[src/rtl/alu_dispatch_if.sv]
// Command, ALU-side and response signals of alu_dispatch bundled as one interface.
// slave = the dispatcher; master = its environment (command source, ALU, response sink).
interface alu_dispatch_if #(
  parameter int TAG_W = 4
);
  logic             cmd_valid;
  logic             cmd_ready;
  logic [1:0]       cmd_opcode;
  logic [15:0]      cmd_opA;
  logic [15:0]      cmd_opB;
  logic [TAG_W-1:0] cmd_tag;

  logic             alu_en;
  logic [15:0]      alu_opA;
  logic [15:0]      alu_opB;
  logic [1:0]       alu_opcode;
  logic             alu_done;
  logic [31:0]      alu_res;

  logic             rsp_valid;
  logic             rsp_ready;
  logic [31:0]      rsp_res;
  logic [1:0]       rsp_opcode;
  logic [TAG_W-1:0] rsp_tag;
  logic             rsp_err;

  modport master (
    output cmd_valid, cmd_opcode, cmd_opA, cmd_opB, cmd_tag,
    output alu_done, alu_res, rsp_ready,
    input  cmd_ready, alu_en, alu_opA, alu_opB, alu_opcode,
    input  rsp_valid, rsp_res, rsp_opcode, rsp_tag, rsp_err
  );

  modport slave (
    input  cmd_valid, cmd_opcode, cmd_opA, cmd_opB, cmd_tag,
    input  alu_done, alu_res, rsp_ready,
    output cmd_ready, alu_en, alu_opA, alu_opB, alu_opcode,
    output rsp_valid, rsp_res, rsp_opcode, rsp_tag, rsp_err
  );
endinterface

[src/rtl/alu_dispatch.sv]
// FIFO-buffered dispatcher for a sequential ALU: one op in flight, alu_en >= 2 cycles after accept, registered response.
// Holds rsp_* while rsp_ready=0 and issues nothing meanwhile; ALU_DISPATCH_TIMEOUT_EN adds a TIMEOUT-cycle done watchdog.
module alu_dispatch #(
  parameter int DEPTH   = 4,
  parameter int TAG_W   = 4,
  parameter int TIMEOUT = 64
) (
  input  logic                     clk,
  input  logic                     nrst,
  alu_dispatch_if.slave            bus,
  output logic                     busy,
  output logic [$clog2(DEPTH):0]   fifo_count
);

  localparam int AW = $clog2(DEPTH);

  if (DEPTH < 2 || (DEPTH & (DEPTH - 1)) != 0 || TIMEOUT < 1) begin : g_bad_param
    $error("alu_dispatch: DEPTH must be a power of 2 >= 2 and TIMEOUT >= 1");
  end

  typedef struct packed {
    logic [1:0]       opcode;
    logic [15:0]      op_a;
    logic [15:0]      op_b;
    logic [TAG_W-1:0] tag;
  } cmd_t;

  typedef enum logic [1:0] {IDLE, ISSUE, WAIT, HOLD} state_t;

  state_t           state;
  cmd_t             mem [DEPTH];
  cmd_t             wr_entry;
  cmd_t             head;
  logic [AW-1:0]    wr_ptr;
  logic [AW-1:0]    rd_ptr;
  logic [AW:0]      count;
  logic             push;
  logic             pop;

  logic             alu_en_q;
  logic [15:0]      alu_op_a_q;
  logic [15:0]      alu_op_b_q;
  logic [1:0]       alu_opcode_q;
  logic [TAG_W-1:0] tag_q;
  logic             rsp_valid_q;
  logic [31:0]      rsp_res_q;
  logic [1:0]       rsp_opcode_q;
  logic [TAG_W-1:0] rsp_tag_q;

  // cmd_ready depends only on the registered count, so a same-cycle pop never frees a slot.
  assign bus.cmd_ready = (count != (AW + 1)'(DEPTH));
  assign push          = bus.cmd_valid && bus.cmd_ready;
  assign pop           = (state == ISSUE);
  assign wr_entry      = '{opcode: bus.cmd_opcode, op_a: bus.cmd_opA,
                           op_b: bus.cmd_opB, tag: bus.cmd_tag};
  assign head          = mem[rd_ptr];

  always_ff @(posedge clk) begin
    if (push) begin
      mem[wr_ptr] <= wr_entry;
    end
  end

  always_ff @(posedge clk or negedge nrst) begin
    if (!nrst) begin
      wr_ptr <= '0;
      rd_ptr <= '0;
      count  <= '0;
    end else begin
      if (push) wr_ptr <= wr_ptr + 1'b1;
      if (pop)  rd_ptr <= rd_ptr + 1'b1;
      case ({push, pop})
        2'b10:   count <= count + 1'b1;
        2'b01:   count <= count - 1'b1;
        default: count <= count;
      endcase
    end
  end

`ifdef ALU_DISPATCH_TIMEOUT_EN
  localparam int TW = $clog2(TIMEOUT + 1);
  logic [TW-1:0] timer;
  logic          rsp_err_q;
  assign bus.rsp_err = rsp_err_q;
`else
  assign bus.rsp_err = 1'b0;
`endif

  always_ff @(posedge clk or negedge nrst) begin
    if (!nrst) begin
      state        <= IDLE;
      alu_en_q     <= 1'b0;
      alu_op_a_q   <= '0;
      alu_op_b_q   <= '0;
      alu_opcode_q <= '0;
      tag_q        <= '0;
      rsp_valid_q  <= 1'b0;
      rsp_res_q    <= '0;
      rsp_opcode_q <= '0;
      rsp_tag_q    <= '0;
`ifdef ALU_DISPATCH_TIMEOUT_EN
      timer        <= '0;
      rsp_err_q    <= 1'b0;
`endif
    end else begin
      alu_en_q <= 1'b0;
      case (state)
        IDLE: begin
          if (count != '0) begin
            alu_op_a_q   <= head.op_a;
            alu_op_b_q   <= head.op_b;
            alu_opcode_q <= head.opcode;
            tag_q        <= head.tag;
            alu_en_q     <= 1'b1;
            state        <= ISSUE;
          end
        end
        ISSUE: begin
          state <= WAIT;
`ifdef ALU_DISPATCH_TIMEOUT_EN
          timer <= '0;
`endif
        end
        WAIT: begin
          if (bus.alu_done) begin
            rsp_res_q    <= bus.alu_res;
            rsp_opcode_q <= alu_opcode_q;
            rsp_tag_q    <= tag_q;
            rsp_valid_q  <= 1'b1;
            state        <= HOLD;
`ifdef ALU_DISPATCH_TIMEOUT_EN
            rsp_err_q    <= 1'b0;
          end else if (timer == TW'(TIMEOUT - 1)) begin
            rsp_res_q    <= '0;
            rsp_opcode_q <= alu_opcode_q;
            rsp_tag_q    <= tag_q;
            rsp_err_q    <= 1'b1;
            rsp_valid_q  <= 1'b1;
            state        <= HOLD;
          end else begin
            timer <= timer + 1'b1;
`endif
          end
        end
        HOLD: begin
          if (bus.rsp_ready) begin
            rsp_valid_q <= 1'b0;
            state       <= IDLE;
          end
        end
        default: state <= IDLE;
      endcase
    end
  end

  assign bus.alu_en     = alu_en_q;
  assign bus.alu_opA    = alu_op_a_q;
  assign bus.alu_opB    = alu_op_b_q;
  assign bus.alu_opcode = alu_opcode_q;
  assign bus.rsp_valid  = rsp_valid_q;
  assign bus.rsp_res    = rsp_res_q;
  assign bus.rsp_opcode = rsp_opcode_q;
  assign bus.rsp_tag    = rsp_tag_q;
  assign busy           = (state != IDLE);
  assign fifo_count     = count;

endmodule

[src/flat_wrapper.sv]
// flat-port wrapper written by rule: the top's interface ports become plain ports
module alu_dispatch_flat 
#(
  parameter int DEPTH   = 4,
  parameter int TAG_W   = 4,
  parameter int TIMEOUT = 64
)
  (clk, nrst, busy, fifo_count, bus_cmd_valid, bus_cmd_opcode, bus_cmd_opA, bus_cmd_opB, bus_cmd_tag, bus_alu_done, bus_alu_res, bus_rsp_ready, bus_cmd_ready, bus_alu_en, bus_alu_opA, bus_alu_opB, bus_alu_opcode, bus_rsp_valid, bus_rsp_res, bus_rsp_opcode, bus_rsp_tag, bus_rsp_err);
  alu_dispatch_if #(.TAG_W(TAG_W)) bus_i ();
  input  logic clk;
  input  logic nrst;
  output logic busy;
  output logic [$clog2(DEPTH):0] fifo_count;
  input wire logic [$bits(bus_i.cmd_valid)-1:0] bus_cmd_valid;
  input wire logic [$bits(bus_i.cmd_opcode)-1:0] bus_cmd_opcode;
  input wire logic [$bits(bus_i.cmd_opA)-1:0] bus_cmd_opA;
  input wire logic [$bits(bus_i.cmd_opB)-1:0] bus_cmd_opB;
  input wire logic [$bits(bus_i.cmd_tag)-1:0] bus_cmd_tag;
  input wire logic [$bits(bus_i.alu_done)-1:0] bus_alu_done;
  input wire logic [$bits(bus_i.alu_res)-1:0] bus_alu_res;
  input wire logic [$bits(bus_i.rsp_ready)-1:0] bus_rsp_ready;
  output wire logic [$bits(bus_i.cmd_ready)-1:0] bus_cmd_ready;
  output wire logic [$bits(bus_i.alu_en)-1:0] bus_alu_en;
  output wire logic [$bits(bus_i.alu_opA)-1:0] bus_alu_opA;
  output wire logic [$bits(bus_i.alu_opB)-1:0] bus_alu_opB;
  output wire logic [$bits(bus_i.alu_opcode)-1:0] bus_alu_opcode;
  output wire logic [$bits(bus_i.rsp_valid)-1:0] bus_rsp_valid;
  output wire logic [$bits(bus_i.rsp_res)-1:0] bus_rsp_res;
  output wire logic [$bits(bus_i.rsp_opcode)-1:0] bus_rsp_opcode;
  output wire logic [$bits(bus_i.rsp_tag)-1:0] bus_rsp_tag;
  output wire logic [$bits(bus_i.rsp_err)-1:0] bus_rsp_err;
  assign bus_i.cmd_valid = bus_cmd_valid;
  assign bus_i.cmd_opcode = bus_cmd_opcode;
  assign bus_i.cmd_opA = bus_cmd_opA;
  assign bus_i.cmd_opB = bus_cmd_opB;
  assign bus_i.cmd_tag = bus_cmd_tag;
  assign bus_i.alu_done = bus_alu_done;
  assign bus_i.alu_res = bus_alu_res;
  assign bus_i.rsp_ready = bus_rsp_ready;
  assign bus_cmd_ready = bus_i.cmd_ready;
  assign bus_alu_en = bus_i.alu_en;
  assign bus_alu_opA = bus_i.alu_opA;
  assign bus_alu_opB = bus_i.alu_opB;
  assign bus_alu_opcode = bus_i.alu_opcode;
  assign bus_rsp_valid = bus_i.rsp_valid;
  assign bus_rsp_res = bus_i.rsp_res;
  assign bus_rsp_opcode = bus_i.rsp_opcode;
  assign bus_rsp_tag = bus_i.rsp_tag;
  assign bus_rsp_err = bus_i.rsp_err;
  alu_dispatch #(.DEPTH(DEPTH), .TAG_W(TAG_W), .TIMEOUT(TIMEOUT)) u_core (.clk(clk), .nrst(nrst), .bus(bus_i), .busy(busy), .fifo_count(fifo_count));
endmodule
[config.mk]
export PLATFORM = sky130hd
export DESIGN_NAME = alu_dispatch_flat
export DESIGN_NICKNAME = d
export VERILOG_FILES = /design/src/rtl/alu_dispatch_if.sv /design/src/rtl/alu_dispatch.sv /design/src/flat_wrapper.sv
export SDC_FILE = /design/constraint.sdc
export NUM_CORES = 1
export LEC_CHECK = 0
export ABC_AREA = 1
export CORE_ASPECT_RATIO = 0.8
export CORE_MARGIN = 10
export CORE_UTILIZATION = 27
export CTS_CLUSTER_SIZE = 25
export DETAILED_ROUTE_END_ITERATION = 6
export REMOVE_ABC_BUFFERS = 1
export SETUP_SLACK_MARGIN = 0.05
export SYNTH_ARGS = -nofsm -noshare
export SYNTH_HDL_FRONTEND = slang
export SYNTH_SLANG_ARGS = --single-unit
[constraint.sdc]
create_clock -name clk -period 6.8 [get_ports clk]
set_input_delay 1.36 -clock clk [delete_from_list [all_inputs] [get_ports clk]]
set_output_delay 1.36 -clock clk [all_outputs]
set_load 0.02 [all_outputs]
# [Word level (Yosys, flattened, before mapping)]
# Memory sizes are Yosys's and may differ from the RTL's. A register that Yosys moved wholly into a read port is not among the register bits.
# Cells that the tools add are included.
[word_totals] regBits=49 ramBits=152 in_bits=75 output_inout_bits=80 memories=1
[classes] addsub=4 eq_ne=9 n_mux=12 reduce_logical=11
[mem_list] name="u_core.mem" words=4 width=38 read_ports=1 rd_clocked_by_memory_dff=1 write_ports=1 line="alu_dispatch.sv:31" source="cmd_t mem [DEPTH];"
[ops] cell="2-bit case mux with 4 select lines" n=1
[ops] cell="2-bit == test, second input constant" n=3
[ops] cell="1-bit 2-to-1 mux" n=6
[ops] cell="2-bit 2-to-1 mux" n=3
[ops] cell="3-bit case mux with 2 select lines" n=1
[ops] cell="3-bit AND reduction" n=2
[ops] cell="2-bit nonzero test" n=3
[ops] cell="2-bit by 1-bit adder with 2-bit output, second input constant" n=2
[ops] cell="2-bit by 1-bit == test with 1-bit output, second input constant" n=2
[ops] cell="2-bit inequality test, second input constant" n=2
[ops] cell="2-bit AND reduction" n=2
[ops] cell="3-bit by 1-bit adder with 3-bit output, second input constant" n=1
[ops] cell="3-bit inequality test, second input constant" n=1
[ops] cell="3-bit nonzero test" n=1
[ops] cell="3-bit by 1-bit subtractor with 3-bit output, second input constant" n=1
[ops] cell="2-bit logical NOT" n=1
[ops] cell="2-bit by 1-bit inequality test with 1-bit output, second input constant" n=1
[ops] cell="1-bit case mux with 2 select lines" n=1
[ops] cell="1-bit logical AND" n=1
[ops] cell="1-bit logical NOT" n=1

# [Depth between registers and ports, before layout]
[logic_depth] word_depth=4 depth_mapped=10 depth_no_buf=10

# [Worst setup path after synthesis]
# Ideal clock, no wire load.
[synth_timing] path_kind="input-to-reg" startpoint="in bus_cmd_valid" endpoint="mem u_core.mem[0][0] (netlist bit) (enable)" setup_time_ns=0.433 arrival_time_ns=3.134 required_time_ns=6.367 setup_slack_ns=3.232 stages=2 path_buffers=0 cell_sequence="nand2_1 nor2_1"
[synth_between] elab_chain_len=3
[synth_lines] item="start: declaration" line="flat_wrapper.sv:14" source="input wire logic [$bits(bus_i.cmd_valid)-1:0] bus_cmd_valid;"
[synth_lines] item="1-bit logical AND" line="alu_dispatch.sv:52" source="assign push = bus.cmd_valid && bus.cmd_ready;"
[synth_lines] item="1-bit 2-to-1 mux" line="alu_dispatch.sv:59" source="if (push) begin"
[synth_lines] item="1-bit 2-to-1 mux (implied by the code)" line="alu_dispatch.sv:60" source="mem[wr_ptr] <= wr_entry;"
[synth_lines] item="end: declaration" line="alu_dispatch.sv:31"
# Every way passes these cells.

# [Final worst setup path]
[layout_timing] startpoint="reg u_core.state[0]" endpoint="out busy"
[layout_between] elab_chain_len=1
[layout_lines] item="start: declaration" line="alu_dispatch.sv:30" source="state_t state;"
[layout_lines] item="start signal: assignment" line="alu_dispatch.sv:91" source="state <= IDLE;"
[layout_lines] item="start signal: assignment" line="alu_dispatch.sv:115" source="state <= ISSUE;"
[layout_lines] item="start signal: assignment" line="alu_dispatch.sv:119" source="state <= WAIT;"
[layout_lines] item="2-bit nonzero test" line="alu_dispatch.sv:164" source="assign busy = (state != IDLE);"
[layout_lines] item="end: declaration" line="flat_wrapper.sv:12" source="output logic busy;"
# Every way passes these cells.

==> out/qor.yml <==
sta:
  relSlewSlack_pct: 22.8
  clock_skew_ns: 0.0159
  hold_violations: 0
  fmaxAchievable_mhz: 303
  worstMarginPinSlew_ns: 1.16
  setup_violations: 0
  finalCritPeriodShare_pct: 48.5
  grt_setup_unrepaired: "false"
  holdWs_ns: 0.474
  period_needed_ns: 3.30
  tns_ns: 0
  slew_viol_final: 0
clock_network:
  clockRootBuffer: "clkbuf_16"
  clock_latency_ns: 0.53
  cts_tree: "built"
  htree_levels: 1
  cts_resized: 0
  numCtsBuffers: 26
  cts_setup_buffers: 0
  cts.sinks: 239
  postCtsHoldBufs: 0
  ctsLongestPathBuffers: 3
  path_clk_slew_ns: 0.07
die:
  die-height_microns: 192
  die-area_sq_mm: 0.0450
  row_count: 62
  io_pins: 155
  fp.coreArea_sq_mm: 0.0361
  die_w_microns: 235
  start_util_pct: 27.5
power:
  max-vdd-ir-drop_uv: 172
  p_seq_share_pct: 39.6
  switchingPower_mw: 2.16
  leakagePower_nw: 5.90
  clkPwrFrac_pct: 24.1
  pwr-share-comb_pct: 36.3
  swShare_pct: 37.1
  power_density_mw_per_mm2: 457
  p_int_mw: 3.66
worst_setup_path:
  cp.required_ns: 5.44
  endpoint_kind: "output pin"
  crit_arrival_ns: 1.94
  worstSetupPathType: "register to output pin"
  path_max_fanout: 4
  critPathLaunchType: "register"
grt:
  grt_antenna_before_repair: 7
  overflow: 0
  grt_max_degree: 80
  first_global_vias: 6732
  track_usage_pct: 10.6
  grt_pass1_wl_mm: 37.8
route:
  wl_per_cell_microns: 14.7
  via_count: 6631
  viasPerCell: 4.03
  ant_nets: 0
  drt_first_iter_violations: 358
  drcViolationCount: 0
  first_pass_iters: 5
  routed_wl_mm: 24.1
worst_hold_path:
  hp-class: "register to register"
cells_and_area:
  multiInputGateArea_sq_mm: 0.00231
  area_delta_synth_final_pct: 28.3
  drive_gt1_share_pct: 5.49
  num-fill-cells: 3639
  seqCellArea_sq_mm: 0.00675
  finish.net_count: 1231
  fin_cells: 1647
synthesis:
  ys_types: 20
  avgSynthCellArea_sq_um: 9.94
  ys_seq_area_share_pct: 67.8
  ys_seq_elements: 239
  yosys-top-cells-area: "edfxtp_1 (46%), dfrtp_1 (22%), nand2_1 (16%), inv_1 (6.5%), nand3_1 (4.1%)"
  synthCells: 1000
  ys_warn_count: 0
  synth_area_sq_mm: 0.00994
  synth_top_area_share_pct: 45.9
  synth_top_area_cell: "edfxtp_1"
placement:
  post-place-cells: 1598
  port_buffers: 153
  gp_congestion: 0.735
  dpl.hpwl_mm: 15.2
status:
  outcome: "completed"
run:
  maxCapViolations: 0
==> cells in the mapped netlist <==
library cell	n
inv_1	172
o21ai_0	2
buf_6	8
nand2_1	437
nor2_1	5
nand3_1	81
fa_1	1
nor2_2	1
ha_1	9
nand2_2	1
xnor2_1	1
edfxtp_1	152
buf_2	23
xor2_1	4
inv_2	2
or2_2	2
conb_1	1
buf_4	6
clkbuf_1	5
dfrtp_1	87
==> final cells by class <==
class / count / share of cell area, %
flip-flops and latches: 239 / 52.9
clock inverters: 13 / 1.04
repair buffers: 160 / 12.4
multi-input cells: 545 / 18.1
clock buffers: 35 / 5.76
inverters: 174 / 5.12
well taps: 480 / 4.71
diodes: 1 / 0.0196
==> sequential cells by signal, indices dropped and copies added, names as in the netlist <==
name,count
u_core.bus.alu_opA,16
u_core.bus.rsp_tag,4
u_core.bus.rsp_valid,1
u_core.bus.alu_opcode,2
u_core.fifo_count,3
u_core.bus.rsp_opcode,2
u_core.mem,152
u_core.state,2
u_core.bus.alu_en,1
u_core.tag_q,4
u_core.wr_ptr,2
u_core.rd_ptr,2
u_core.bus.rsp_res,32
u_core.bus.alu_opB,16
==> layout by cell type, fill, tap and decap left out, types with 3 or more instances in the layout <==
master,instances
nand2_1,437
clkbuf_1,5
buf_4,8
clkbuf_8,3
inv_2,3
xor2_1,4
ha_1,9
clkinv_2,8
nand3_1,81
dfrtp_1,85
clkdlybuf4s50_1,152
edfxtp_1,152
nor2_4,4
inv_1,171
clkbuf_16,27
==> power by group through the flow <==
stage	sequential, mW	clock, mW	combinational, mW
final	2.31	1.40	2.12
after global placement	2.34	0	2.13
after floorplan	2.53	0	0.973
after detailed placement	2.34	0	2.17
after global routing	2.38	1.50	2.39
after CTS	2.32	1.44	2.18
==> worst max-delay path: stages (launching register included) <==
cell and delay (ns):
dfrtp_1 0.39, inv_1 0.08, ha_1 0.26, inv_1 0.08
clkdlybuf4s50_1 0.60
==> path summary, 6_finish.rpt <==
check	start	to	slack (ns)	cells after the start
max	u_core.state[0]$_DFFE_PN0P_	busy	3.50	4
min	u_core.tag_q[3]$_DFFE_PN0P_	u_core.bus.rsp_tag[3]$_DFFE_PN0P_	0.47	2
max reg2reg	u_core.state[0]$_DFFE_PN0P_	u_core.bus.alu_opB[15]$_DFFE_PN0P_	4.28	6
min reg2reg	u_core.tag_q[3]$_DFFE_PN0P_	u_core.bus.rsp_tag[3]$_DFFE_PN0P_	0.47	2
max in group asynchronous	nrst	u_core.rd_ptr[0]$_DFFE_PN0N_	4.90	2
min in group asynchronous	nrst	u_core.bus.rsp_res[0]$_DFFE_PN0P_	0.83	1
==> kinds of logic after synthesis <==
group                      synth area share (%)
adders and majority gates                  1.33
DFF                                        67.8
and+or+nand+nor                            21.0
buffers and inverters                      9.27
other                                    0.0377
AOI/OAI and AO/OA                         0.101
xor gates and xnor gates                  0.440
==> layer usage <==
metal | track usage (%) | up-vias | part of all wire [%]
met3 | 3.17 | 42 | 6.3
li1 | - | 3350 | -
met2 | 18.0 | 102 | 49
met4 | 2.76 | 10 | 1.6
met1 | 12.8 | 3127 | 43
met5 | 0 | - | 0.23
==> metrics by stage <==
step | instance area, sq um | power (mW) | setup WS [ns] | utilization [%]
3_3_place_gp | 11900 | 4.47 | 3.44 | 32.9
6_report | 12800 | 5.83 | 3.50 | 35.3
5_1_grt | 12800 | 6.27 | 3.41 | 35.3
2_1_floorplan | 9670 | 3.50 | 3.23 | -
3_5_place_dp | 11900 | 4.51 | 3.37 | 32.9
4_1_cts | 12800 | 5.94 | 3.46 | 35.3
No activity file was read; power rests on OpenSTA's default activity.
